===== src/rtl/alu_pkg.sv =====
// Shared constants for the ALU result buffer: source tags, default width,
// and the priority/collision helpers used by the capture logic.
package alu_pkg;

  localparam int DEFAULT_DATA_WIDTH = 16;
  localparam int NUM_SRC            = 4;

  localparam logic [1:0] SRC_ARITH = 2'b00;
  localparam logic [1:0] SRC_LOGIC = 2'b01;
  localparam logic [1:0] SRC_CMP   = 2'b10;
  localparam logic [1:0] SRC_SHIFT = 2'b11;

  // Flag vector bit order: [0] arith, [1] logic, [2] cmp, [3] shift.
  function automatic logic [1:0] pick_src(input logic [NUM_SRC-1:0] f);
    if (f[0])      return SRC_ARITH;
    else if (f[1]) return SRC_LOGIC;
    else if (f[2]) return SRC_CMP;
    else           return SRC_SHIFT;
  endfunction

  function automatic logic multi_hot(input logic [NUM_SRC-1:0] f);
    return (f & (f - NUM_SRC'(1))) != '0;
  endfunction

endpackage


===== src/rtl/alu_res_fifo.sv =====
// Result storage ring for alu_result_buffer: DEPTH entries, power-of-two
// pointers that wrap naturally, occupancy counter with async active-low reset.
module alu_res_fifo #(
  parameter int W     = 16,
  parameter int DEPTH = 4,
  parameter int AW    = $clog2(DEPTH),
  parameter int CW    = $clog2(DEPTH) + 1
) (
  input  logic          clk,
  input  logic          rst_logic,
  input  logic          wr_en,
  input  logic [W-1:0]  wr_data,
  input  logic          rd_en,
  output logic [W-1:0]  rd_data,
  output logic [CW-1:0] count,
  output logic          full
);

  logic [W-1:0]  mem [DEPTH];
  logic [AW-1:0] wr_ptr, rd_ptr;
  logic          pop, push;

  assign full = (count == CW'(DEPTH));
  // Guard locally too, so the ring can never underflow or overrun.
  assign pop  = rd_en && (count != '0);
  assign push = wr_en && (!full || pop);

  // Head reads as zero while empty, which also covers the reset state.
  assign rd_data = (count != '0) ? mem[rd_ptr] : '0;

  always_ff @(posedge clk) begin
    if (push) mem[wr_ptr] <= wr_data;
  end

  always_ff @(posedge clk or negedge rst_logic) begin
    if (!rst_logic) begin
      wr_ptr <= '0;
      rd_ptr <= '0;
      count  <= '0;
    end else begin
      if (push) wr_ptr <= wr_ptr + AW'(1);
      if (pop)  rd_ptr <= rd_ptr + AW'(1);
      case ({push, pop})
        2'b10:   count <= count + CW'(1);
        2'b01:   count <= count - CW'(1);
        default: count <= count;
      endcase
    end
  end

endmodule


===== src/rtl/alu_result_buffer.sv =====
// Collects results from four ALU units into an in-order FIFO with priority
// capture and sticky error flags. Define ALU_RESULT_TAG_EN to add res_tag.
module alu_result_buffer
  import alu_pkg::*;
#(
  parameter int DATA_WIDTH = DEFAULT_DATA_WIDTH,
  parameter int DEPTH      = 4
) (
  input  logic                  clk,
  input  logic                  rst_logic,
  input  logic [DATA_WIDTH-1:0] arith_out,
  input  logic [DATA_WIDTH-1:0] logic_out,
  input  logic [DATA_WIDTH-1:0] cmp_out,
  input  logic [DATA_WIDTH-1:0] shift_out,
  input  logic                  arith_flag,
  input  logic                  logic_flag,
  input  logic                  cmp_flag,
  input  logic                  shift_flag,
  output logic                  res_valid,
  input  logic                  res_ready,
  output logic [DATA_WIDTH-1:0] res_data,
  output logic [$clog2(DEPTH):0] count,
  output logic                  full,
  output logic                  overflow_err,
  output logic                  collision_err
`ifdef ALU_RESULT_TAG_EN
  ,
  output logic [1:0]            res_tag
`endif
);

`ifdef ALU_RESULT_TAG_EN
  localparam int EW = DATA_WIDTH + 2;
`else
  localparam int EW = DATA_WIDTH;
`endif

  logic [NUM_SRC-1:0]                 flag_d;
  logic [NUM_SRC-1:0][DATA_WIDTH-1:0] src_data;
  logic [1:0]                         sel;
  logic [DATA_WIDTH-1:0]              wr_data;
  logic [EW-1:0]                      wr_entry, rd_entry;
  logic                               wr_req, pop, wr_en;

  // Flags lead their data by one cycle; delaying them aligns flag and data.
  always_ff @(posedge clk or negedge rst_logic) begin
    if (!rst_logic) flag_d <= '0;
    else            flag_d <= {shift_flag, cmp_flag, logic_flag, arith_flag};
  end

  assign src_data = {shift_out, cmp_out, logic_out, arith_out};
  assign sel      = pick_src(flag_d);
  assign wr_data  = src_data[sel];

  assign res_valid = (count != '0);
  assign pop       = res_valid && res_ready;
  assign wr_req    = |flag_d;
  assign wr_en     = wr_req && (!full || pop);

  always_ff @(posedge clk or negedge rst_logic) begin
    if (!rst_logic) begin
      overflow_err  <= 1'b0;
      collision_err <= 1'b0;
    end else begin
      if (wr_req && full && !pop) overflow_err  <= 1'b1;
      if (multi_hot(flag_d))      collision_err <= 1'b1;
    end
  end

`ifdef ALU_RESULT_TAG_EN
  assign wr_entry = {sel, wr_data};
  assign res_data = rd_entry[DATA_WIDTH-1:0];
  assign res_tag  = rd_entry[EW-1 -: 2];
`else
  assign wr_entry = wr_data;
  assign res_data = rd_entry;
`endif

  alu_res_fifo #(
    .W     (EW),
    .DEPTH (DEPTH)
  ) u_fifo (
    .clk       (clk),
    .rst_logic (rst_logic),
    .wr_en     (wr_en),
    .wr_data   (wr_entry),
    .rd_en     (pop),
    .rd_data   (rd_entry),
    .count     (count),
    .full      (full)
  );

endmodule

===== config.mk =====
export PLATFORM = sky130hd
export DESIGN_NAME = alu_result_buffer
export DESIGN_NICKNAME = d
export VERILOG_FILES = /design/src/rtl/alu_pkg.sv /design/src/rtl/alu_res_fifo.sv /design/src/rtl/alu_result_buffer.sv
export SDC_FILE = /design/constraint.sdc
export NUM_CORES = 1
export LEC_CHECK = 0
export CORE_ASPECT_RATIO = 0.5
export CORE_MARGIN = 5
export CORE_UTILIZATION = 49
export CTS_CLUSTER_DIAMETER = 100
export DETAILED_ROUTE_END_ITERATION = 16
export GPL_ROUTABILITY_DRIVEN = 0
export GPL_TIMING_DRIVEN = 0
export MAX_ROUTING_LAYER = met4
export PLACE_DENSITY = 0.9
export RECOVER_POWER = 25
export SYNTH_ARGS = -nofsm -noshare
export SYNTH_HDL_FRONTEND = slang
export SYNTH_SLANG_ARGS = --single-unit

===== constraint.sdc =====
create_clock -name clk -period 2.75 [get_ports clk]
set_input_delay 0.55 -clock clk [delete_from_list [all_inputs] [get_ports clk]]
set_output_delay 0.55 -clock clk [all_outputs]
set_load 0.02 [all_outputs]

==> key figures, run 1 <==
Outcome
  • Status: completed

Cells and area
  • Final std cell area, no fill: 0.004922 mm2
  • Share of cells above drive strength 1: 0.1692
  • Fin cells: 423
  • Filler cells: 420
  • Area growth syn-to-layout: 38.57%
  • Finished Core Util: 0.7178
  • Nets@finish: 403
  • ANT cells: 0

Yosys
  • EDFF count, synth: 64
  • Mux cell area share after synthesis: 0.2043
  • Post-synthesis simple-gate area fraction: 0.06833
  • Post-Synth XOR/XNOR Area: 0.01479
  • Async set or reset register ratio after synthesis: 0.1688
  • Avg Inst Size Synth: 15.93 um2
  • Post-synth net total: 300
  • Post-synth top area share: 0.5410
  • Post-synth top area cell: edfxtp_1
  • Adder-cell area share of the yosys netlist: 0.02325
  • Most frequent cell after synthesis: edfxtp_1
  • Yosys warnings: 0
  • Largest family of logic cells by synthesized area: multiplexers
  • Gate Count Post-Synth: 223
  • Distinct cells, synth: 29
  • Most instantiated cells after synthesis: 64 x edfxtp_1, 21 x and2_1, 17 x mux2i_1
  • Compound-Gate Fraction of Synth Area: 0.03100
  • #FFs+latches synth: 77
  • Mapped Area: 0.003552 mm2
  • Post-synth top flop: edfxtp_1
  • Seq/Total Area, Yosys: 0.6326
  • Synth area leaders: edfxtp_1 54%, mux4_2 10%, dfrtp_1 9.2%, mux2_2 5.1%, mux2i_1 4.8%

STA
  • Finish-stage setup viols: 0
  • Hold Violations, Final: 0
  • RSZ-0062 raised after global routing: false
  • Min Tclk post-route: 2.687 ns
  • Tcrit/Tclk final: 0.9769
  • Slew @ Worst Pin: 0.9257 ns
  • Setup_tns: 0 ns
  • Final hold slack: 0.4619 ns
  • Skew final: 0.005963 ns
  • Slew headroom: 0.3829
  • Slew Viols, Final: 0
  • Worst Setup Slack, final: 0.06348 ns
  • Max Clk Rate: 372.2 MHz

Placed design
  • I/O Buffers: 93
  • Post-DP Area: 0.004598 mm2
  • DP Cell Count: 408
  • HPWL after DPL: 6346 um
  • Pre-CTS WS: -0.1314 ns

Floorplanning
  • Number of placement rows: 21
  • Die area: 0.009155 mm2
  • Area of the core: 0.006858 mm2
  • Starting density of the core: 0.5180
  • Die X: 130.4 um
  • Die height: 70.21 um
  • I/O pins: 94

Critical path
  • Worst r2r src: flag_d[0]
  • Startpoint types: flop
  • Worst Reg-to-Reg Cells: 10
  • Data arrival, critical path: 2.14 ns
  • Largest delay share family, worst path: buffers and inverters
  • R2r setup slk: 0.24 ns
  • Crit path max fanout: 9
  • Largest stage delay on the critical path: 0.56 ns
  • Critical-path cell list: buf_6, mux4_2, and2_1, clkdlybuf4s50_1
  • CP Capture Type: output port
  • Slowest CP cell: clkdlybuf4s50_1
  • Required @ worst endpoint: 2.20 ns
  • Crit path kind: flop to output port
  • R2r endpoint: u_fifo.count[2]
  • Buffers plus inverters on the worst setup path: 2

Clock tree
  • Clock slew at reported path FFs: 0.05 ns
  • CTS root buffer: clkbuf_16
  • CTS tree: yes
  • Inserted Clock Buffers: 9
  • Longest Clk Path Bufs: 2
  • Sink Count: 77
  • Post-CTS Setup Repair Bufs: 0
  • H-tree depth: 3
  • Clk_lat worst skew: 0.34 ns

Run
  • Max-cap check violation count: 0

Worst hold path
  • Type of the most critical hold path: flop to flop
  • Hold path start: overflow_err
  • Hold path cells: 1
  • Worst hold endpoint: overflow_err

Route
  • Final wirelength: 9145 um
  • Initial DRC Count: 283
  • Final ANT Viol Nets: 0
  • Post-route DRC: 0
  • Per-cell routed wire length: 21.62 um
  • Pre-antenna DRT Iters: 5
  • Via density: 5.690
  • Vias: 2407

GRT
  • Initial antenna violation count: 0
  • Largest net degree at the start of global routing: 17
  • First-pass GRT wire length: 14230 um
  • All-Layer GR Usage: 0.2185
  • Grt total ovfl: 0
  • Vias in the first global route: 2626

Power and ir drop
  • Leak Pwr: 1.854 nW
  • Total power: 5.260 mW
  • Cell Pwr Density: 1069 mW/mm2
  • Peak supply drop: 0.6475 mV
## layout make-up
type | count | area (um2) | share of cell area
sequential | 77 | 2247 | 0.4565
multi-input combinational | 126 | 1215 | 0.2468
timing repair buffer | 93 | 923.4 | 0.1876
clock buffer | 10 | 229.0 | 0.04652
tap | 92 | 115.1 | 0.02339
buffer | 13 | 92.59 | 0.01881
clock inverter | 6 | 77.57 | 0.01576
inverter | 6 | 22.52 | 0.004575
## report_power, final
| group | internal (mW) | switching (mW) | leakage [nW] |
|---|---|---|---|
| clock | 0.785 | 0.448 | 0.151 |
| combinational | 1.03 | 1.12 | 0.954 |
| sequential | 1.74 | 0.135 | 0.749 |
| total | 3.56 | 1.70 | 1.85 |
## worst register-to-register path: cells and delay by family (launching register included)
| kind | cells | cell delay (ns) |
|---|---|---|
| simple gates | 3 | 0.90 |
| xor+xnor | 2 | 0.30 |
| fa+ha+maj | 2 | 0.57 |
| buf+inv | 3 | 0.32 |
| flops | 1 | 0.36 |
## sequential cells by signal, indices dropped and copies added, names as in the netlist
register and count:
u_fifo.wr_ptr 2, flag_d 4, collision_err 1, overflow_err 1, u_fifo.rd_ptr 2, u_fifo.count 3
u_fifo.mem 64
## cell families (layout without fill, tap and decap cells)
logic type	count (synthesis)	after routing
xor gates and xnor gates	6	6
adders and majority gates	6	6
and+or+nand+nor	44	44
buffers and inverters	20	128
muxes	50	50
DFF	77	77
AOI/OAI and AO/OA	20	20
## repair_timing
action / CTS / global route
hold buffers: 0 / 0
setup endpoints to repair: 10 / 1
gates resized for setup: 18 / 1
pin swaps: 0 / 0
## routing by layer
layer | routed length, um | global-route usage | vias up
met4 | 234 | 0.08894 | 0
met3 | 529 | 0.04950 | 21
met5 | 0 | - | -
met1 | 3311 | 0.2442 | 1231
li1 | - | - | 1045
met2 | 5069 | 0.3802 | 110
## cells in the final DEF, fill, tap and decap left out, types with 3 or more instances in the layout
cell type        netlist  layout
edfxtp_1              64      64
dlygate4sd2_1          0       8
clkbuf_16              0       9
buf_2                  4       3
mux4_2                16      16
nand2_1               16      16
ha_1                   5       5
o21ai_0               16      16
mux2_2                16      16
dlygate4sd3_1          0       5
and2_1                21      20
xnor2_1                3       3
xor2_1                 3       3
clkbuf_1               7       6
clkdlybuf4s50_1        0      79
mux2i_1               17      17
inv_1                  6       6
dfrtp_1               13      13
## worst max-delay path by stage
stage,endpoint,cells after the start,startpoint
after floorplan,u_fifo.count[2],10,flag_d[1]
after global placement,u_fifo.count[2],10,res_ready
after detailed placement,u_fifo.count[2],10,res_ready
after CTS,res_data[9],4,u_fifo.count[0]
after global routing,res_data[15],4,u_fifo.rd_ptr[0]
final,res_data[15],4,u_fifo.rd_ptr[0]
(Power assumes the default switching activity.)
==> run 2, diff against run 1 <==
Settings changed: PLACE_DENSITY 0.9 to 0.89.
==> run 2 against run 1 <==
  * Maximum frequency is 1.1% higher
  * Global-route usage rose by 0.72 points
  * Cell count unchanged
==> key figures, run 2 (synthesis gave the netlist of run 1 again) <==
Outcome
  • Status: completed

GRT
  • First-pass GRT wire length: 14900 um (+4.7%)
  • Met3 Track Usage GR: 0.04646 (-0.003046)
  • Grt met2 use: 0.3888 (+0.008513)
  • M1 GR Usage: 0.2621 (+0.01789)
  • Grt total ovfl: 0 (unchanged)
  • Initial antenna violation count: 0 (unchanged)
  • Largest net degree at the start of global routing: 17 (unchanged)
  • All-Layer GR Usage: 0.2258 (+0.007208)
  • Gr busiest metal: met2
  • Vias in the first global route: 2681 (+2.1%)

Power and ir drop
  • Sw Pwr: 1.697 mW (about the same)
  • Peak supply drop: 0.6399 mV (-1.2%)
  • Combinational fraction of design power: 0.404 (-0.004)
  • Internal: 3.557 mW (-0.15%)
  • Sw Ratio: 0.3230 (about the same)
  • Clock power share: 0.237 (+0.003)
  • Leak Pwr: 1.843 nW (-0.58%)
  • Sequential share of power: 0.359 (+0.002)
  • Cell Pwr Density: 1067 mW/mm2 (-0.15%)

Cells and area
  • Largest regs: u_fifo.mem: 64 flops, flag_d: 4 flops, u_fifo.count: 3 flops
  • Final std cell area, no fill: 0.004923 mm2 (about the same)
  • Commonest non-fill, non-tap cell in the layout: clkdlybuf4s50_1
  • ANT cells: 0 (unchanged)
  • Sequential cell area: 0.002247 mm2 (unchanged)
  • Area growth syn-to-layout: 38.61% (about the same)
  • Largest register FFs: 64 (unchanged)
  • Area taken by multi-input logic gates: 0.001215 mm2 (unchanged)
  • Nets@finish: 403 (unchanged)
  • Finished Core Util: 0.7179 (about the same)
  • Most frequent cells in the layout: 77 x clkdlybuf4s50_1, 64 x edfxtp_1, 20 x and2_1
  • Fin cells: 423 (unchanged)
  • Biggest register: u_fifo.mem
  • Filler cells: 409 (-2.6%)
  • Share of cells above drive strength 1: 0.1692 (unchanged)

Route
  • Final wirelength: 9485 um (+3.7%)
  • Per-cell routed wire length: 22.42 um (+3.7%)
  • Pre-antenna DRT Iters: 4 (-1)
  • Post-route DRC: 0 (unchanged)
  • Vias: 2366 (-1.7%)
  • Initial DRC Count: 193 (-32%)
  • Final ANT Viol Nets: 0 (unchanged)
  • Via density: 5.593 (-1.7%)

Critical path
  • Crit path from: u_fifo.rd_ptr[0]
  • Worst Reg-to-Reg Cells: 10 (unchanged)
  • Required @ worst endpoint: 2.20 ns (about the same)
  • R2r setup slk: 0.19 ns (-0.05 ns)
  • Largest delay share family, worst path: buffers and inverters
  • Largest stage delay on the critical path: 0.54 ns (-0.02 ns)
  • Data arrival, critical path: 2.11 ns (-0.03 ns)
  • Slowest CP cell: clkdlybuf4s50_1
  • Crit path max fanout: 9 (unchanged)
  • Cell count along the critical path: 4 (unchanged)
  • CP endpoint: res_data[15]
  • Buffers plus inverters on the worst setup path: 2 (unchanged)
  • Crit path kind: flop to output port
  • CP Capture Type: output port
  • Startpoint types: flop
  • Worst r2r src: flag_d[0]
  • Critical-path cell list: buf_6, mux4_2, and2_1, clkdlybuf4s50_1
  • R2r endpoint: u_fifo.count[2]

Clock tree
  • Sink Count: 77 (unchanged)
  • Longest Clk Path Bufs: 2 (unchanged)
  • Inserted Clock Buffers: 9 (unchanged)
  • # hold bufs at CTS: 0 (unchanged)
  • Post-CTS Setup Repair Bufs: 0 (unchanged)
  • CTS root buffer: clkbuf_16
  • Clk_lat worst skew: 0.34 ns (about the same)
  • H-tree depth: 3 (unchanged)
  • CTS tree: yes
  • Clock slew at reported path FFs: 0.06 ns (about the same)

Run
  • Max-cap check violation count: 0 (unchanged)

STA
  • Max Clk Rate: 376.2 MHz (+1.1%)
  • Hold Violations, Final: 0 (unchanged)
  • Slew headroom: 0.3941 (+0.01123)
  • Skew final: 0.005719 ns (-0.0002435 ns)
  • Slew Viols, Final: 0 (unchanged)
  • RSZ-0062 raised after global routing: false
  • Tcrit/Tclk final: 0.9665 (-0.01038)
  • Min Tclk post-route: 2.658 ns (-0.02855 ns)
  • Finish-stage setup viols: 0 (unchanged)
  • Slew @ Worst Pin: 0.9088 ns (-0.01684 ns)

Floorplanning
  • Die X: 130.4 um (unchanged)
  • Starting density of the core: 0.5180 (unchanged)
  • Die height: 70.21 um (unchanged)
  • I/O pins: 94 (unchanged)
  • Area of the core: 0.006858 mm2 (unchanged)
  • Number of placement rows: 21 (unchanged)
  • Die area: 0.009155 mm2 (unchanged)

Placed design
  • I/O Buffers: 93 (unchanged)
  • DP Cell Count: 408 (unchanged)
  • Post-DP Area: 0.004598 mm2 (unchanged)
  • HPWL after DPL: 6129 um (-3.4%)

Worst hold path
  • Type of the most critical hold path: flop to flop
[run 2: cell count changes in the layout (fill, tap and decap cells not counted), sizes merged]
cell / change
clkbuf: +1
dlygate4sd3: +2
clkinv: -2
clkdlybuf4s50: -2
buf: +1
[run 2: stage by stage]
stage	power [mW]	worst slack [ns]	hold slack [ns]	setup TNS (ns)
after floorplan	3.146	0.4418	0.2544	0
after global placement	3.955	-0.01550	0.4610	-0.01550
after detailed placement	4.060	-0.1086	0.4710	-0.1086
after CTS	5.288	0.01908	0.4959	0
after global routing	5.488	0.04219	0.5199	0
final	5.254	0.09203	0.4886	0
[run 2: repair_timing]
action | 4_1_cts | 5_1_grt
setup endpoints to repair | 10 | 1
gates resized for setup | 17 | 3
cloned | 0 | 0
[run 2: metal layers]
| metal | part of all wire | wire length (um) |
|---|---|---|
| met1 | 0.36 | 3411 |
| met2 | 0.56 | 5270 |
| met3 | 0.061 | 581 |
| met4 | 0.023 | 221 |
| met5 | 0 | 0 |
[run 2: how the worst min path moves through the flow]
stage,endpoint,from,cells after the start
final,overflow_err,overflow_err,1
after floorplan,collision_err,rst_logic,0
after global placement,collision_err,collision_err,1
after detailed placement,overflow_err,overflow_err,1
after CTS,overflow_err,overflow_err,1
after global routing,overflow_err,overflow_err,1
[run 2: power groups by stage]
stage	combinational (mW)	clock, mW	sequential (mW)
2_1_floorplan	1.28	0	1.87
3_3_place_gp	2.10	0	1.85
3_5_place_dp	2.17	0	1.89
4_1_cts	2.16	1.24	1.89
5_1_grt	2.27	1.30	1.92
6_report	2.12	1.24	1.89
[run 2: final cells by class]
class,instances,share of cell area
Clock buffer,12,0.04803
Sequential cell,77,0.4564
Multi-Input combinational cell,126,0.2468
Tap cell,92,0.02338
Buffer,13,0.01830
Clock inverter,4,0.01499
Timing Repair Buffer,93,0.1875
Inverter,6,0.004574
==> edit 1, RTL diff (config.mk and constraints of run 2) <==
The option `ALU_RESULT_TAG_EN` is turned on by a define.
--- a/src/rtl/alu_result_buffer.sv
+++ b/src/rtl/alu_result_buffer.sv
@@ -2,2 +2,4 @@
 // capture and sticky error flags. Define ALU_RESULT_TAG_EN to add res_tag.
+`define ALU_RESULT_TAG_EN
+
 module alu_result_buffer
Check against the original RTL (old outputs only; new: res_tag): equivalent (Yosys induction, for registers that start in step).
==> edit 1 against run 2 <==
- routed wire length fell by 2.4%
- largest cell class unchanged
- non-clock buffer count rose by 1
- cell area rose by 8.2%
- setup slack got worse by 0.041 ns
- first-iteration DRC count fell by 1.0%
- synthesized area rose by 10%
- critical path type unchanged
- synthesized cell count rose by 7.2%
- power rose by 8.0%
- highest routed layer unchanged
- critical endpoint is now res_data[6]
- sequential cell count rose by 8
==> edit 1: results (changes against run 2) <==
The proportion of register bits with asynchronous set or reset after synthesis is 0.153 (-0.0159). The placed wire-length estimate after detailed placement came out at 6250 µm (+2.0%). The first-pass iteration count of the detailed router is 4 (unchanged). The worst clock skew on the final layout came out at 0.00527 ns (-0.000445 ns). The total setup buffers inserted after CTS came out at 0 (unchanged).

The wire length of the first global-routing pass is 14500 µm (-2.7%). The count of different cell masters after synthesis came out at 32 (+10%). The net switching fraction of the power is 0.323 (-0.000375).

The achievable frequency is 0.370 GHz (-1.5%). The clock share of power came out at 0.219 (-0.018). The share of post-route cells with drive strength above 1 is 0.181 (+0.0113). The minimum setup slack after placement came out at -0.00309 ns (+0.105 ns). The clock tree buffer depth came out at 2 (unchanged). The relative slew slack came out at 0.340 (-0.0542). The highest cell delay on the worst timing path came to 0.54 ns (about the same). The register-to-register setup slack is 0.32 ns (+0.13 ns). The arrival time at the worst endpoint came out at 2.15 ns (+0.04 ns). The number of stages on the worst hold path came out at 1 (unchanged). The placed standard-cell area is 5000 µm² (+8.8%). The number of global-route vias before repair is 2699 (+0.67%).

In this run the critical register-to-register path is captured at u_fifo.count[2]$_DFFE_PN0P_. The post-layout net count was 421 (+4.5%). The pin count of the biggest net entering global routing is 19 (+2). The number of violations reported at the end of detailed-routing iteration 0 is 191 (-1.0%). The flow ran to the end, and the final reports show no timing, DRC or antenna violations.

The maximum fanout count along the critical path came to 10 (+1). In the post-synthesis netlist, the biggest area contributors are sky130_fd_sc_hd__edfxtp_1 (55%), sky130_fd_sc_hd__mux4_2 (10%), sky130_fd_sc_hd__dfrtp_1 (8.3%). The synthesized net count came out at 316 (+5.3%). The number of synthesized flops with an enable pin was 72 (+13%).

The number of I/O port buffers came out at 95 (+2.2%). The later pin in the worst-skew pair is clocked with a latency of 0.33 ns. The startpoint identified for the worst register-to-register timing path is flag_d[0]$_DFF_PN0_. The number of antenna violations at the first check in global routing is 0 (unchanged). Tracing the worst setup path back leads to its startpoint at u_fifo.rd_ptr[0]$_DFFE_PN0P_. The all-layer global routing usage came out at 0.207 (-0.0191).

By count the netlist is led by sky130_fd_sc_hd__edfxtp_1 (72), sky130_fd_sc_hd__and2_1 (22), sky130_fd_sc_hd__mux4_2 (18), sky130_fd_sc_hd__nand2_1 (18), sky130_fd_sc_hd__mux2i_1 (17). The part of the Yosys area used for sequential elements came out at 0.636 (+0.00314). In the synthesized netlist the dominant register cell turns out to be sky130_fd_sc_hd__edfxtp_1. The detailed-route wire length per cell came out at 20.1 µm (-10%).

The final hold violation count is 0 (unchanged). The leakage dissipation is 2.06 nW (+12%). In the final layout, the registers with the most flip-flops are u_fifo.mem: 72 flops, flag_d: 4 flops, u_fifo.count: 3 flops.

The sequential power came out at 2.10 mW (+11%). The largest vdd supply drop is 0.000387 V (-39%). In this run the worst setup path terminates at res_data[6]. The total number of vias came out at 2469 (+4.4%). The number of filler cells placed in the layout came out at 531 (+30%). The clock transition at the register clock pins on the worst setup and hold paths after CTS is 0.06 ns (about the same). The number of gates resized after cts is 8 (-9).

The path class of the tightest hold or removal check is flip-flop to flip-flop. The final non-filler cell area was 5330 µm² (+8.2%).
edit 1: kinds of logic after synthesis:
kind of cell    synth area share
mux                        0.197
compound gates            0.0310
flops                      0.636
buf+inv                   0.0288
fa+ha+maj                 0.0211
simple gates              0.0729
xor+xnor                  0.0134
edit 1: area by class of cell:
type                       count  area share
timing repair buffer          95       0.182
clock buffer                  10      0.0430
sequential                    85       0.467
clock inverter                 6      0.0146
inverter                       7     0.00493
multi-input combinational    134       0.245
buffer                        12      0.0171
tap                          112      0.0263
edit 1: layer usage:
layer | vias up | GRT usage | part of all wire
met5 | - | - | 0
met1 | 1220 | 0.214 | 0.35
li1 | 1113 | - | -
met4 | 0 | 0.0927 | 0.035
met3 | 26 | 0.0530 | 0.068
met2 | 110 | 0.376 | 0.55
edit 1: through the flow:
stage               std cells  total power [mW]  hold slack (ns)
floorplan                 239              3.53            0.254
global placement          446              4.42            0.448
detailed placement        446              4.53            0.475
CTS                       461              5.75            0.483
global route              461              5.96            0.508
finish                    461              5.67            0.481
==> edit 2, RTL diff (config.mk and constraints of run 2) <==
Without the edit above. Register the output `count`; this adds one clock of latency there. The other outputs are not delayed to match.
--- a/src/rtl/alu_result_buffer.sv
+++ b/src/rtl/alu_result_buffer.sv
@@ -31,2 +31,4 @@
 
+  logic [$clog2(DEPTH):0] count_d;
+
 `ifdef ALU_RESULT_TAG_EN
@@ -54,3 +56,3 @@
 
-  assign res_valid = (count != '0);
+  assign res_valid = (count_d != '0);
   assign pop       = res_valid && res_ready;
@@ -88,3 +90,3 @@
     .rd_data   (rd_entry),
-    .count     (count),
+    .count     (count_d),
     .full      (full)
@@ -92,2 +94,6 @@
 
+  always_ff @(posedge clk) begin
+    count <= count_d;
+  end
+
 endmodule
Formal check against the unedited RTL: not equivalent (Yosys sat finds a counterexample within 4 cycles, from zero or initial values and one cycle with rst_logic low).
==> edit 2 against run 2 <==
- critical path depth is the same
- routed wire length grew 1.8%
- count of clock-buffer cells in the layout grew 1
- setup slack lost 0.034 ns
- highest routed layer unchanged
- power grew 1.7%
- hold slack lost 0.049 ns
- fmax shrank 1.3%
- die area grew 1.5%
- sequential cell count grew 3
- cell area grew 1.4%
- synthesized area grew 1.7%
- sequential power grew 4%
- first-iteration DRC count grew 50%
==> edit 2: results (changes against run 2) <==
For hold timing, the worst endpoint is count[1]$_DFF_P_. The total of warnings raised by yosys came out at 0 (unchanged). The number of global-route vias before repair is 2607 (-2.8%). The pin count of the biggest net entering global routing is 17 (unchanged). The largest vdd supply drop is 0.000426 V (-33%). The post-route worst hold slack is 0.439 ns (-0.0492 ns). The achievable frequency is 0.371 GHz (-1.3%). The flip-flop and latch area came out at 2310 µm² (+2.7%). The number of violations reported at the end of detailed-routing iteration 0 came out at 290 (+50%). The arrival time at the worst endpoint was 2.14 ns (+0.03 ns). The number of stages on the worst hold path is 0 (-1).

The first-pass iteration count of the detailed router came out at 5 (+1). The count of clock-net buffers in the final layout came to 13 (+1). The mean instance size in the synthesized netlist came out at 16.0 µm² (+0.34%). The global-route met1 utilization is 0.234 (-0.0278).

The leakage dissipation is 1.87 nW (+1.6%). The number of I/O port buffers came out at 93 (unchanged). The total length of routed met3 wires came out at 612 µm (+5.3%).

The post-layout net count is 406 (+0.74%). The share of post-route cells with drive strength above 1 came out at 0.174 (+0.00447). The count of different cell masters after synthesis is 30 (+3.4%).

The area share of buffers outside the clock network is 0.203 (-0.00239). The final design utilization came to 0.690 (-0.0282). The met1 wire length is 3570 µm (+4.8%).

The largest registers in the layout are u_fifo.mem: 64 flops, flag_d: 4 flops. The clock net sink count came to 80 (+3.9%). The number of filler cells placed in the layout is 467 (+14%). The detailed-route vias per instance came to 5.63 (+0.66%). The die span in x is 131 µm (+0.78%).

The worst setup path endpoint is res_data[10]. The global-route met3 utilization is 0.0746 (+0.0281). The met2 usage in global routing came out at 0.378 (-0.0112). The clock buffer and inverter area fraction after layout is 0.0626 (-0.000383). The transition time at the pin with the least slew margin came out at 0.949 ns (+0.0401 ns). The part of the Yosys area used for sequential elements is 0.639 (+0.00611). The all-layer global routing usage is 0.219 (-0.00689).

In this run the most critical hold path is launched from u_fifo.count[1]$_DFFE_PN0P_. The number of synthesized flops with an enable pin is 64 (unchanged). The total number of vias is 2421 (+2.3%).

The met2 wire length came out at 5110 µm (-3.1%). Sorting the synthesized cells by area gives the leading types as sky130_fd_sc_hd__edfxtp_1 (53%), sky130_fd_sc_hd__mux4_2 (10%), sky130_fd_sc_hd__dfrtp_1 (9.0%). The worst clock skew on the final layout was 0.00574 ns (+0.0000225 ns). The flow ran to the end, and the final reports show no timing, DRC or antenna violations. The proportion of register bits with asynchronous set or reset after synthesis is 0.163 (-0.00633). The synthesized net count is 303 (+1.0%).

The placed standard-cell area came to 4660 µm² (+1.4%). The minimum setup slack after placement is -0.158 ns (-0.0490 ns). The power dissipated by switching net loads came out at 1.76 mW (+3.9%).

The cell count after placement came out at 415 (+1.7%). The final routed wirelength across all metal layers is 9660 µm (+1.8%). The placed wire-length estimate after detailed placement came out at 6050 µm (-1.3%). The total clock buffers created by CTS is 9 (unchanged).

The highest layer touched by signal routing is met4. The master of the slowest instance on the critical path is sky130_fd_sc_hd__clkdlybuf4s50_1. The highest cell delay on the worst timing path is 0.57 ns (+0.03 ns). The number of antenna violations at the first check in global routing was 0 (unchanged).

The register-to-register setup slack is 0.18 ns. The wire length of the first global-routing pass was 14600 µm (-1.9%).
## edit 2: what timing repair did
action / CTS / global route
resized for setup: 18 / 1
hold buffers: 0 / 0
gates cloned: 0 / 0
endpoints found under the setup margin: 10 / 1
## edit 2: power groups by stage
| stage | clock network, mW | logic [mW] | registers, mW |
|---|---|---|---|
| final | 1.21 | 2.17 | 1.96 |
| after global routing | 1.28 | 2.32 | 1.99 |
| after CTS | 1.22 | 2.21 | 1.95 |
| after detailed placement | 0 | 2.19 | 1.96 |
| after global placement | 0 | 2.13 | 1.92 |
| after floorplan | 0 | 1.28 | 1.94 |
## edit 2: cells by family (layout without fill, tap and decap cells)
group | after synthesis | in the layout | share of synthesized area
flops | 80 | 80 | 0.639
mux | 50 | 50 | 0.201
simple gates | 44 | 44 | 0.0672
compound gates | 20 | 20 | 0.0305
buf+inv | 20 | 128 | 0.0253
fa+ha+maj | 6 | 6 | 0.0229
xor+xnor | 6 | 6 | 0.0146
